## src/rtl/demux4_8.sv

```systemverilog
// demux4_8: registered 1-to-4 valid/ready stream demultiplexer.
// Optional per-channel transfer counters are built when DEMUX4_8_STATS_EN is defined.
`default_nettype none

module demux4_8 #(
  parameter int WIDTH = 32
) (
  input  logic             clk,
  input  logic             rst_n,
  input  logic [WIDTH-1:0] in_data,
  input  logic [1:0]       in_sel,
  input  logic             in_valid,
  output logic             in_ready,
  output logic [WIDTH-1:0] out_a,
  output logic [WIDTH-1:0] out_b,
  output logic [WIDTH-1:0] out_c,
  output logic [WIDTH-1:0] out_d,
  output logic [3:0]       out_valid,
  input  logic [3:0]       out_ready
`ifdef DEMUX4_8_STATS_EN
  ,
  output logic [15:0]      cnt_a,
  output logic [15:0]      cnt_b,
  output logic [15:0]      cnt_c,
  output logic [15:0]      cnt_d
`endif
);

  logic [WIDTH-1:0] data_q [4];
  logic [3:0]       valid_q;
  logic [3:0]       load;
  logic [3:0]       xfer;
  logic             accept;

  // Only the addressed channel gates acceptance, so a full channel never stalls the others.
  assign in_ready = ~valid_q[in_sel] | out_ready[in_sel];
  assign accept   = in_valid & in_ready;
  assign xfer     = valid_q & out_ready;

  always_comb begin
    load = 4'b0000;
    if (accept) load[in_sel] = 1'b1;
  end

  for (genvar k = 0; k < 4; k++) begin : g_ch
    always_ff @(posedge clk or negedge rst_n) begin
      if (!rst_n) begin
        valid_q[k] <= 1'b0;
        data_q[k]  <= '0;
      end else if (load[k]) begin
        // Load wins over drain: a same-edge transfer and reload gives pass-through.
        valid_q[k] <= 1'b1;
        data_q[k]  <= in_data;
      end else if (xfer[k]) begin
        valid_q[k] <= 1'b0;
      end
    end
  end

  assign out_a     = data_q[0];
  assign out_b     = data_q[1];
  assign out_c     = data_q[2];
  assign out_d     = data_q[3];
  assign out_valid = valid_q;

`ifdef DEMUX4_8_STATS_EN
  logic [15:0] cnt_q [4];

  for (genvar k = 0; k < 4; k++) begin : g_cnt
    always_ff @(posedge clk or negedge rst_n) begin
      if (!rst_n)       cnt_q[k] <= '0;
      else if (xfer[k]) cnt_q[k] <= cnt_q[k] + 16'd1;
    end
  end

  assign cnt_a = cnt_q[0];
  assign cnt_b = cnt_q[1];
  assign cnt_c = cnt_q[2];
  assign cnt_d = cnt_q[3];
`endif

endmodule

`default_nettype wire

```

## config.mk

```make
export PLATFORM = sky130hd
export DESIGN_NAME = demux4_8
export DESIGN_NICKNAME = d
export VERILOG_FILES = /design/src/rtl/demux4_8.sv
export SDC_FILE = /design/constraint.sdc
export NUM_CORES = 1
export LEC_CHECK = 0
export ABC_AREA = 1
export CAP_MARGIN = 20
export CORE_MARGIN = 2
export CORE_UTILIZATION = 50
export DETAILED_ROUTE_END_ITERATION = 16
export PLACE_DENSITY = 0.93
export SYNTH_ARGS = -nofsm -noshare
export SYNTH_HDL_FRONTEND = slang
export SYNTH_SLANG_ARGS = --single-unit
```

## constraint.sdc

```tcl
create_clock -name clk -period 2 [get_ports clk]
set_clock_uncertainty 0.05 [all_clocks]
set_input_delay 0.4 -clock clk [delete_from_list [all_inputs] [get_ports clk]]
set_output_delay 0.4 -clock clk [all_outputs]
set_load 0.01 [all_outputs]
```

# == Word-level counts from Yosys, hierarchy flattened ==
# Cells that the tools add are included.
# totals
ff_bits,132
# classes
reduce_logical,5
bitwise,4
n_lt_le_gt_ge,2
n_mux,15
# op_table
operator,count
2-to-1 mux 1 bit,11
nonzero test 2 bit,4
bitwise AND 4 bit,1
binary-select mux 1 bit (select 2 bit),2
2-to-1 mux 4 bit,1
"< comparator 2 x 3 -> 1 bit, second input constant",1
demux 1 bit (select 2 bit),1
"greater-or-equal comparator 2 x 1 -> 1 bit, second input constant",1
bitwise AND 1 bit,1
logical AND 1 bit,1
inverter 1 bit,1
bitwise OR 1 bit,1

# == Logic depth before layout (Yosys ltp) ==
# Gate-level depths: netlist of the first run.
# depth
word_depth,7
depth_mapped,11
ltp_nobuf,9

# == Least setup slack after synthesis of the first run ==
# Ideal clock, no wire load.
# synth_path
kind,input to output
startpoint,input port in_sel[0]
endpoint,output port in_ready
path_slack_ps,389
cell_stages,7
arrival_ps,1161
path_buffers,2
path_cell_list,buf_4 inv_2 nand3_1 nand2_1 nor2_4 nand2_8 buf_2
# synth_between
elab_chain_cells,4
elab_cells_between_ends,6
# synth_lines
item,line_no,rtl
start: declaration,11,"input logic [1:0] in_sel,"
binary-select mux 1 bit (select 2 bit),36,assign in_ready = ~valid_q[in_sel] | out_ready[in_sel];
2-to-1 mux 1 bit (not written as such),36,
inverter 1 bit,36,
bitwise OR 1 bit *,36,
end: declaration,13,"output logic in_ready,"
# Mark *: on every way between the ends. The rest lies on a longest branch, timed or not. The select of a mux whose other input is x is not followed.

# == Final worst setup path of the first run ==
# layout_path
startpoint,"register valid_q[2], in the netlist out_valid[2]"
endpoint,output port out_valid[2]
# layout_lines
item,line_no,rtl
start: declaration,30,logic [3:0] valid_q;
start signal: indexed assignment,48,valid_q[k] <= 1'b0;
start signal: indexed assignment,52,valid_q[k] <= 1'b1;
start signal: indexed assignment,55,valid_q[k] <= 1'b0;
end: declaration,18,"output logic [3:0] out_valid,"
# No word-level cell between the ends.

==> results of run 1 <==
final cells by class:
type / instances / share of cell area (%)
sequential: 132 / 40.6
timing repair buffer: 206 / 25.8
multi-input combinational: 413 / 24.0
clock buffer: 19 / 5.43
tap: 140 / 2.16
clock inverter: 11 / 1.60
inverter: 7 / 0.323
kinds of logic (layout without fill, tap and decap cells):
logic type | count (synthesis) | after routing | share of synthesized area, %
flops | 132 | 132 | 58.9
simple gates | 409 | 409 | 34.4
buf+inv | 62 | 243 | 6.40
compound gates | 4 | 4 | 0.357
cell usage in the layout, fill, tap and decap left out, drive strengths merged:
cell type / count
dlygate4sd2: 2
bufinv: 2
o21ai: 4
inv: 8
clkdlybuf4s50: 168
clkbuf: 19
dfrtp: 132
clkinvlp: 4
buf: 35
nand2: 270
nand3: 7
nor2: 4
dlygate4sd3: 1
nand4: 128
clkinv: 4
worst paths after layout:
kind                         startpoint  slack (ns)           end
min                            in_valid        0.28      out_d[0]
max reg2reg                out_valid[3]        0.29     out_a[29]
max in group asynchronous         rst_n        0.97      out_c[3]
max                        out_valid[2]        0.07  out_valid[2]
min in group asynchronous         rst_n        0.30     out_c[19]
min reg2reg                   out_c[29]        0.42     out_c[29]
sequential cells by signal, summed over array words and instances, names as in the netlist:
register	flops
out_c	32
out_valid	4
out_a	32
out_d	32
out_b	32
what timing repair did:
item                       CTS  global route
setup endpoints to repair    1             0
hold endpoints to repair    30             0
hold buffers                 1             0
setup buffers                1             0
resized for setup            7             0
power groups by stage:
stage               Sequential, mW  Combinational (mW)  Clock (mW)
floorplan                     3.77               0.642           0
global placement              3.55                2.28           0
detailed placement            3.57                2.36           0
CTS                           3.54                2.39        3.01
global route                  3.59                2.56        3.15
finish                        3.55                2.37        3.00
layer usage:
metal | up-vias | global-route usage, % | routed length, microns
met5 | - | 0 | 0
met4 | 0 | 13.3 | 549
met3 | 53 | 7.29 | 1460
met2 | 307 | 48.7 | 8850
met1 | 2607 | 37.6 | 6700
li1 | 2400 | - | -
==> run_summary.xml, run 1 <==
<?xml version="1.0" encoding="UTF-8"?>
<metrics>
  <group name="run_status">
    <metric name="status" unit="">finished clean</metric>
  </group>
  <group name="final_layout">
    <metric name="final_layout_size_suffix_gt1_share" unit="%">9.77</metric>
    <metric name="post-route-cell-area" unit="sq um">8130</metric>
    <metric name="layout.filler_cells" unit="">717</metric>
    <metric name="multiInputGateArea" unit="sq um">1950</metric>
    <metric name="instances_no_fill" unit="">928</metric>
    <metric name="utilization" unit="%">74.6</metric>
    <metric name="nets" unit="">818</metric>
    <metric name="antennaDiodeCount" unit="">0</metric>
    <metric name="seqCellArea" unit="sq um">3300</metric>
    <metric name="area_delta_synth_final" unit="%">44.9</metric>
  </group>
  <group name="floorplanning">
    <metric name="row_count" unit="">38</metric>
    <metric name="io-pin-count" unit="">174</metric>
    <metric name="die-width" unit="microns">110</metric>
    <metric name="floorplan.core_area" unit="sq um">10900</metric>
    <metric name="die_height" unit="microns">110</metric>
    <metric name="fp.dieArea" unit="sq um">12100</metric>
    <metric name="initial_utilization" unit="%">51.5</metric>
  </group>
  <group name="run">
    <metric name="max_cap_viol_count" unit="">0</metric>
  </group>
  <group name="place">
    <metric name="dpl-instance-area" unit="sq um">7540</metric>
    <metric name="pre_cts_ws" unit="ns">-0.475</metric>
    <metric name="dpl.cell_count" unit="">896</metric>
    <metric name="place.detailed.hpwl" unit="microns">11600</metric>
    <metric name="routabilityCongestion" unit="">0.894</metric>
    <metric name="portBuffers" unit="">173</metric>
  </group>
  <group name="yosys">
    <metric name="postSynth.asyncResetShare" unit="%">100</metric>
    <metric name="ys_seq_elements" unit="">132</metric>
    <metric name="synth.top_cells.by_area" unit="">sky130_fd_sc_hd__dfrtp_1 59%, sky130_fd_sc_hd__nand2_1 18%, sky130_fd_sc_hd__nand4_1 14%</metric>
    <metric name="post_synth_instance_area" unit="sq um">5610</metric>
    <metric name="synth_top_area_cell" unit="">sky130_fd_sc_hd__dfrtp_1</metric>
    <metric name="synthCells" unit="">607</metric>
    <metric name="yosysUniqueCellTypes" unit="">20</metric>
    <metric name="synth_flop_cell" unit="">sky130_fd_sc_hd__dfrtp_1</metric>
    <metric name="mappedNetlistNets" unit="">648</metric>
    <metric name="synth_enable_flop_cells" unit="">0</metric>
    <metric name="synth.most_common_cell" unit="">sky130_fd_sc_hd__nand2_1</metric>
    <metric name="synthesis.yosys.warnings" unit="">0</metric>
    <metric name="synth.cells.most_frequent" unit="">268 x sky130_fd_sc_hd__nand2_1, 132 x sky130_fd_sc_hd__dfrtp_1, 128 x sky130_fd_sc_hd__nand4_1</metric>
    <metric name="synth_top_area_share" unit="%">58.9</metric>
    <metric name="seq_area_frac_synth" unit="%">58.9</metric>
    <metric name="post_synth.cell_area_avg" unit="sq um">9.24</metric>
  </group>
  <group name="timing">
    <metric name="holdWs" unit="ns">0.284</metric>
    <metric name="measured_slew_at_the_worst_slew_check_pin" unit="ns">0.433</metric>
    <metric name="final_period_minus_worst_setup_slack" unit="ns">1.93</metric>
    <metric name="report.final.setup_viol" unit="">0</metric>
    <metric name="rsz0062_at_grt" unit="">false</metric>
    <metric name="post-route-period-util" unit="%">96.3</metric>
    <metric name="hold_violations" unit="">0</metric>
    <metric name="final_critical_path_setup_slack" unit="ns">0.0734</metric>
    <metric name="setup_tns" unit="ns">0</metric>
    <metric name="timing.fmax" unit="MHz">519</metric>
    <metric name="timing_max_transition_violations_final" unit="">0</metric>
    <metric name="worst_slew_margin_relative_to_its_limit" unit="%">71.2</metric>
  </group>
  <group name="clock_tree">
    <metric name="clock_sink_count" unit="">132</metric>
    <metric name="ctsHtreeMaxLevel" unit="">4</metric>
    <metric name="clockRootBuffer" unit="">sky130_fd_sc_hd__clkbuf_8</metric>
    <metric name="tritoncts" unit="">built</metric>
    <metric name="clk-insertion-delay-late" unit="ns">0.53</metric>
    <metric name="ctsLongestPathBuffers" unit="">2</metric>
    <metric name="path_clk_slew" unit="ns">0.06</metric>
    <metric name="cts-buffers-inserted" unit="">17</metric>
  </group>
  <group name="pwr">
    <metric name="power.combinational.fraction" unit="%">26.6</metric>
    <metric name="power.net_switching" unit="mW">2.65</metric>
    <metric name="p_leak" unit="nW">3.96</metric>
    <metric name="p_int" unit="mW">6.28</metric>
    <metric name="report.power.total" unit="mW">8.93</metric>
    <metric name="seq_power_share" unit="%">39.8</metric>
    <metric name="irDropWorstVdd" unit="mV">0.605</metric>
    <metric name="net_sw_share" unit="%">29.7</metric>
    <metric name="power_per_cell_area" unit="nW/um^2">1100</metric>
    <metric name="power.clock.fraction" unit="%">33.7</metric>
  </group>
  <group name="worst_setup_path">
    <metric name="worst-r2r-cell-count" unit="">10</metric>
    <metric name="cp_data_arrival_time" unit="ns">1.48</metric>
    <metric name="critPathTopFamily" unit="">buffers and inverters</metric>
    <metric name="cp.buffers_inverters" unit="">1</metric>
    <metric name="critPathCaptureType" unit="">output pin</metric>
    <metric name="critical_path.max_fanout" unit="">3</metric>
    <metric name="max_stage_delay" unit="ns">0.57</metric>
    <metric name="timing.setup.critical_path_class" unit="">reg -&gt; out</metric>
    <metric name="worst_setup_path_start_kind" unit="">register</metric>
    <metric name="crit_path_cell_trace" unit="">clkdlybuf4s50_1</metric>
    <metric name="cp.depth" unit="">1</metric>
    <metric name="crit_path_top_delay_cell" unit="">sky130_fd_sc_hd__clkdlybuf4s50_1</metric>
    <metric name="worstPathRequired" unit="ns">1.55</metric>
  </group>
  <group name="global_route">
    <metric name="antenna_found_initial" unit="">0</metric>
    <metric name="total_grt_usage" unit="%">29.8</metric>
    <metric name="grt_first_pass_wirelength" unit="microns">27100</metric>
    <metric name="grt-ovfl-total" unit="">0</metric>
    <metric name="grt_max_degree" unit="">72</metric>
    <metric name="vias_in_the_first_global_route" unit="">5306</metric>
  </group>
  <group name="route">
    <metric name="detailedRoute.firstIterationViolations" unit="">577</metric>
    <metric name="via_per_inst" unit="">5.78</metric>
    <metric name="antenna_left" unit="">0</metric>
    <metric name="routedWlPerCell" unit="microns">18.9</metric>
    <metric name="detail_route.wirelength" unit="microns">17600</metric>
    <metric name="post-route-drc-count" unit="">0</metric>
    <metric name="num_vias" unit="">5367</metric>
    <metric name="dr.pass1.iters" unit="">5</metric>
  </group>
  <group name="worst_hold_path">
    <metric name="kind_of_path_behind_the_tightest_hold_check" unit="">in -&gt; reg</metric>
    <metric name="hold_path_depth" unit="">3</metric>
  </group>
</metrics>
Power figures use the tool's default switching activity.
==> run 2: changes to the inputs <==
--- a/config.mk
+++ b/config.mk
@@ -7,8 +7,7 @@
 export LEC_CHECK = 0
-export ABC_AREA = 1
 export CAP_MARGIN = 20
 export CORE_MARGIN = 2
-export CORE_UTILIZATION = 50
+export CORE_UTILIZATION = 48
 export DETAILED_ROUTE_END_ITERATION = 16
-export PLACE_DENSITY = 0.93
+export PLACE_DENSITY = 0.92
 export SYNTH_ARGS = -nofsm -noshare
--- a/constraint.sdc
+++ b/constraint.sdc
@@ -4,2 +4,2 @@
 set_output_delay 0.4 -clock clk [all_outputs]
-set_load 0.01 [all_outputs]
+set_load 0.1 [all_outputs]
==> run 2 against run 1 <==
Against the previous run: the run now ends with negative setup slack left; first-iteration DRC count shrank 83%; maximum frequency is 9.2% lower; cell area down 9.2%; core utilization down 2.5 points; non-clock buffer count fell by 14; critical path type is now in -> out; largest cell class unchanged; largest power group is now combinational logic; highest routed layer unchanged.
==> run_summary.xml, run 2 <==
<?xml version="1.0" encoding="UTF-8"?>
<metrics>
  <group name="run_status">
    <metric name="status" unit="">finished, violations left</metric>
    <metric name="violated_checks" unit="">negative setup slack</metric>
  </group>
  <group name="floorplanning">
    <metric name="die_height" unit="microns">106</metric>
    <metric name="row_count" unit="">37</metric>
    <metric name="die-width" unit="microns">106</metric>
    <metric name="floorplan.core_area" unit="sq um">10200</metric>
    <metric name="initial_utilization" unit="%">48.9</metric>
    <metric name="io-pin-count" unit="">174</metric>
    <metric name="fp.dieArea" unit="sq um">11200</metric>
  </group>
  <group name="timing">
    <metric name="report.final.setup_viol" unit="">1</metric>
    <metric name="worst_slew_margin_relative_to_its_limit" unit="%">77.5</metric>
    <metric name="final_critical_path_setup_slack" unit="ns">-0.122</metric>
    <metric name="timing_max_transition_violations_final" unit="">0</metric>
    <metric name="measured_slew_at_the_worst_slew_check_pin" unit="ns">0.337</metric>
    <metric name="hold_violations" unit="">0</metric>
    <metric name="rsz0062_at_grt" unit="">true</metric>
    <metric name="post-route-period-util" unit="%">106</metric>
    <metric name="timing.fmax" unit="MHz">471</metric>
    <metric name="final_period_minus_worst_setup_slack" unit="ns">2.12</metric>
    <metric name="setup_tns" unit="ns">-0.122</metric>
  </group>
  <group name="clock_tree">
    <metric name="clock_sink_count" unit="">132</metric>
    <metric name="path_clk_slew" unit="ns">0.06</metric>
    <metric name="ctsHtreeMaxLevel" unit="">4</metric>
    <metric name="ctsLongestPathBuffers" unit="">2</metric>
    <metric name="clk-insertion-delay-late" unit="ns">0.51</metric>
    <metric name="clockRootBuffer" unit="">sky130_fd_sc_hd__clkbuf_8</metric>
    <metric name="tritoncts" unit="">built</metric>
    <metric name="cts-buffers-inserted" unit="">17</metric>
  </group>
  <group name="global_route">
    <metric name="vias_in_the_first_global_route" unit="">3534</metric>
    <metric name="grt_first_pass_wirelength" unit="microns">18700</metric>
    <metric name="total_grt_usage" unit="%">21.9</metric>
    <metric name="grt-ovfl-total" unit="">0</metric>
    <metric name="antenna_found_initial" unit="">0</metric>
    <metric name="grt_max_degree" unit="">53</metric>
  </group>
  <group name="yosys">
    <metric name="synth.most_common_cell" unit="">sky130_fd_sc_hd__dfrtp_1</metric>
    <metric name="mappedNetlistNets" unit="">333</metric>
    <metric name="postSynth.asyncResetShare" unit="%">100</metric>
    <metric name="ys_seq_elements" unit="">132</metric>
    <metric name="post_synth_instance_area" unit="sq um">5000</metric>
    <metric name="synth_top_area_share" unit="%">66.1</metric>
    <metric name="synth_enable_flop_cells" unit="">0</metric>
    <metric name="post_synth.cell_area_avg" unit="sq um">17.1</metric>
    <metric name="seq_area_frac_synth" unit="%">66.1</metric>
    <metric name="synth.top_cells.by_area" unit="">sky130_fd_sc_hd__dfrtp_1 66%, sky130_fd_sc_hd__mux2_2 28%, sky130_fd_sc_hd__buf_6 2.0%</metric>
    <metric name="synth_top_area_cell" unit="">sky130_fd_sc_hd__dfrtp_1</metric>
    <metric name="yosysUniqueCellTypes" unit="">16</metric>
    <metric name="synth_flop_cell" unit="">sky130_fd_sc_hd__dfrtp_1</metric>
    <metric name="synthCells" unit="">292</metric>
    <metric name="synth.cells.most_frequent" unit="">132 x sky130_fd_sc_hd__dfrtp_1, 124 x sky130_fd_sc_hd__mux2_2, 9 x sky130_fd_sc_hd__buf_6</metric>
    <metric name="synthesis.yosys.warnings" unit="">0</metric>
  </group>
  <group name="pwr">
    <metric name="irDropWorstVdd" unit="mV">1.13</metric>
    <metric name="power_per_cell_area" unit="nW/um^2">1720</metric>
    <metric name="p_leak" unit="nW">3.37</metric>
    <metric name="report.power.total" unit="mW">12.7</metric>
  </group>
  <group name="place">
    <metric name="routabilityCongestion" unit="">0.757</metric>
    <metric name="dpl-instance-area" unit="sq um">6720</metric>
    <metric name="place.detailed.hpwl" unit="microns">8280</metric>
    <metric name="portBuffers" unit="">173</metric>
  </group>
  <group name="final_layout">
    <metric name="post-route-cell-area" unit="sq um">7380</metric>
    <metric name="final_layout_size_suffix_gt1_share" unit="%">63.7</metric>
    <metric name="area_delta_synth_final" unit="%">47.6</metric>
    <metric name="most-common-layout-cells" unit="">139 x sky130_fd_sc_hd__buf_4, 128 x sky130_fd_sc_hd__dfrtp_1, 124 x sky130_fd_sc_hd__mux2_2, 39 x sky130_fd_sc_hd__clkdlybuf4s50_1, 16 x sky130_fd_sc_hd__clkbuf_16</metric>
    <metric name="antennaDiodeCount" unit="">0</metric>
    <metric name="layout_commonest_cell" unit="">sky130_fd_sc_hd__buf_4</metric>
    <metric name="nets" unit="">529</metric>
    <metric name="layout.filler_cells" unit="">656</metric>
  </group>
  <group name="worst_setup_path">
    <metric name="critical_path.max_fanout" unit="">3</metric>
    <metric name="worstPathRequired" unit="ns">1.55</metric>
    <metric name="worst-r2r-cell-count" unit="">7</metric>
    <metric name="crit_path_top_delay_cell" unit="">sky130_fd_sc_hd__mux4_2</metric>
    <metric name="critPathCaptureType" unit="">output pin</metric>
    <metric name="timing.setup.critical_path_class" unit="">in -&gt; out</metric>
    <metric name="rrSetupSlack" unit="ns">0.23</metric>
    <metric name="crit_path_cell_trace" unit="">clkdlybuf4s50_1, mux4_2, buf_12</metric>
    <metric name="cp_data_arrival_time" unit="ns">1.67</metric>
    <metric name="worst_setup_path_start_kind" unit="">input port</metric>
    <metric name="max_stage_delay" unit="ns">0.55</metric>
  </group>
  <group name="route">
    <metric name="post-route-drc-count" unit="">0</metric>
    <metric name="route.met2.wl" unit="microns">6440</metric>
    <metric name="via_per_inst" unit="">5.06</metric>
    <metric name="antenna_left" unit="">0</metric>
    <metric name="routedWlPerCell" unit="microns">18.9</metric>
    <metric name="detail_route.wirelength.met1" unit="microns">4550</metric>
    <metric name="detailedRoute.firstIterationViolations" unit="">99</metric>
    <metric name="dr.pass1.iters" unit="">4</metric>
    <metric name="routed-wl-met3" unit="microns">727</metric>
    <metric name="highest_layer" unit="">met4</metric>
    <metric name="detail_route.wirelength" unit="microns">12000</metric>
    <metric name="num_vias" unit="">3225</metric>
  </group>
  <group name="worst_hold_path">
    <metric name="kind_of_path_behind_the_tightest_hold_check" unit="">in -&gt; async</metric>
  </group>
  <group name="run">
    <metric name="max_cap_viol_count" unit="">0</metric>
  </group>
</metrics>
-- run 2: cell count changes after synthesis, sizes merged, moves of 6 or more --
cell | before | now
nand2 | 270 | 5
mux2 | 0 | 128
nand4 | 128 | 0
buf | 35 | 14
clkbuf | 20 | 1
inv | 7 | 0
nand3 | 7 | 1
-- run 2: worst max-delay path, delay by kind of cell --
kind,cells,cell delay (ns)
mux,1,0.55
buf+inv,2,0.72
-- run 2: path summary, 6_finish.rpt --
kind	from	end
max	in_sel[0]	in_ready
min	rst_n	out_a[17]
max reg2reg	out_valid[3]	out_d[24]
min reg2reg	out_d[6]	out_d[6]
max in group asynchronous	rst_n	out_valid[3]
min in group clk	out_d[6]	out_d[6]
-- run 2: where the power goes --
part	switching (mW)	leakage [nW]	internal, mW	total, mW
logic	4.76	1.52	1.26	6.03
registers	0.327	1.56	3.23	3.56
clock network	1.19	0.292	1.95	3.13
-- run 2: area by class of cell --
cell class,instances,area (sq um),share of cell area [%]
well taps,136,170,2.31
multi-input cells,145,1590,21.5
clock buffers,18,428,5.80
flip-flops and latches,132,3310,44.9
repair buffers,192,1700,23.1
clock inverters,14,176,2.39
-- run 2: timing repair --
action                                  in CTS  in global routing
setup buffers                                3                  1
hold buffers                                 1                  0
resized for setup                            1                  1
endpoints found under the setup margin       1                  1
hold endpoints to repair                    21                  0
-- run 2: through the flow --
stage                     utilization (%)  hold WS, ns  worst slack, ns  std cells
after global routing                 72.1        0.335           -0.173        637
after CTS                            72.0        0.277           -0.141        636
final                                72.1        0.321           -0.122        637
after global placement               65.7        0.265           -0.125        600
after floorplan                         -       0.0544          0.00131        292
after detailed placement             65.7        0.276           -0.150        600
-- run 2: metal layers --
metal / GRT usage, % / vias up
li1: - / 1430
met1: 24.1 / 1658
met2: 38.3 / 114
met3: 7.79 / 23
met4: 9.49 / 0
met5: 0 / -
-- run 2: cell families (layout without fill, tap and decap cells) --
| kind of cell | count (synthesis) | in the layout | share of synthesized area (%) |
|---|---|---|---|
| AO/OA/AOI/OAI | 1 | 1 | 0.100 |
| buffers and inverters | 15 | 224 | 2.63 |
| AND/OR/NAND/NOR | 15 | 15 | 1.93 |
| multiplexers | 129 | 129 | 29.3 |
| flip-flops | 132 | 132 | 66.1 |
==> run 3: changes to the inputs <==
- SLEW_MARGIN: default -> 30
==> results of run 3 <==
The final DEF is identical to that of run 2; final timing and power are the same.
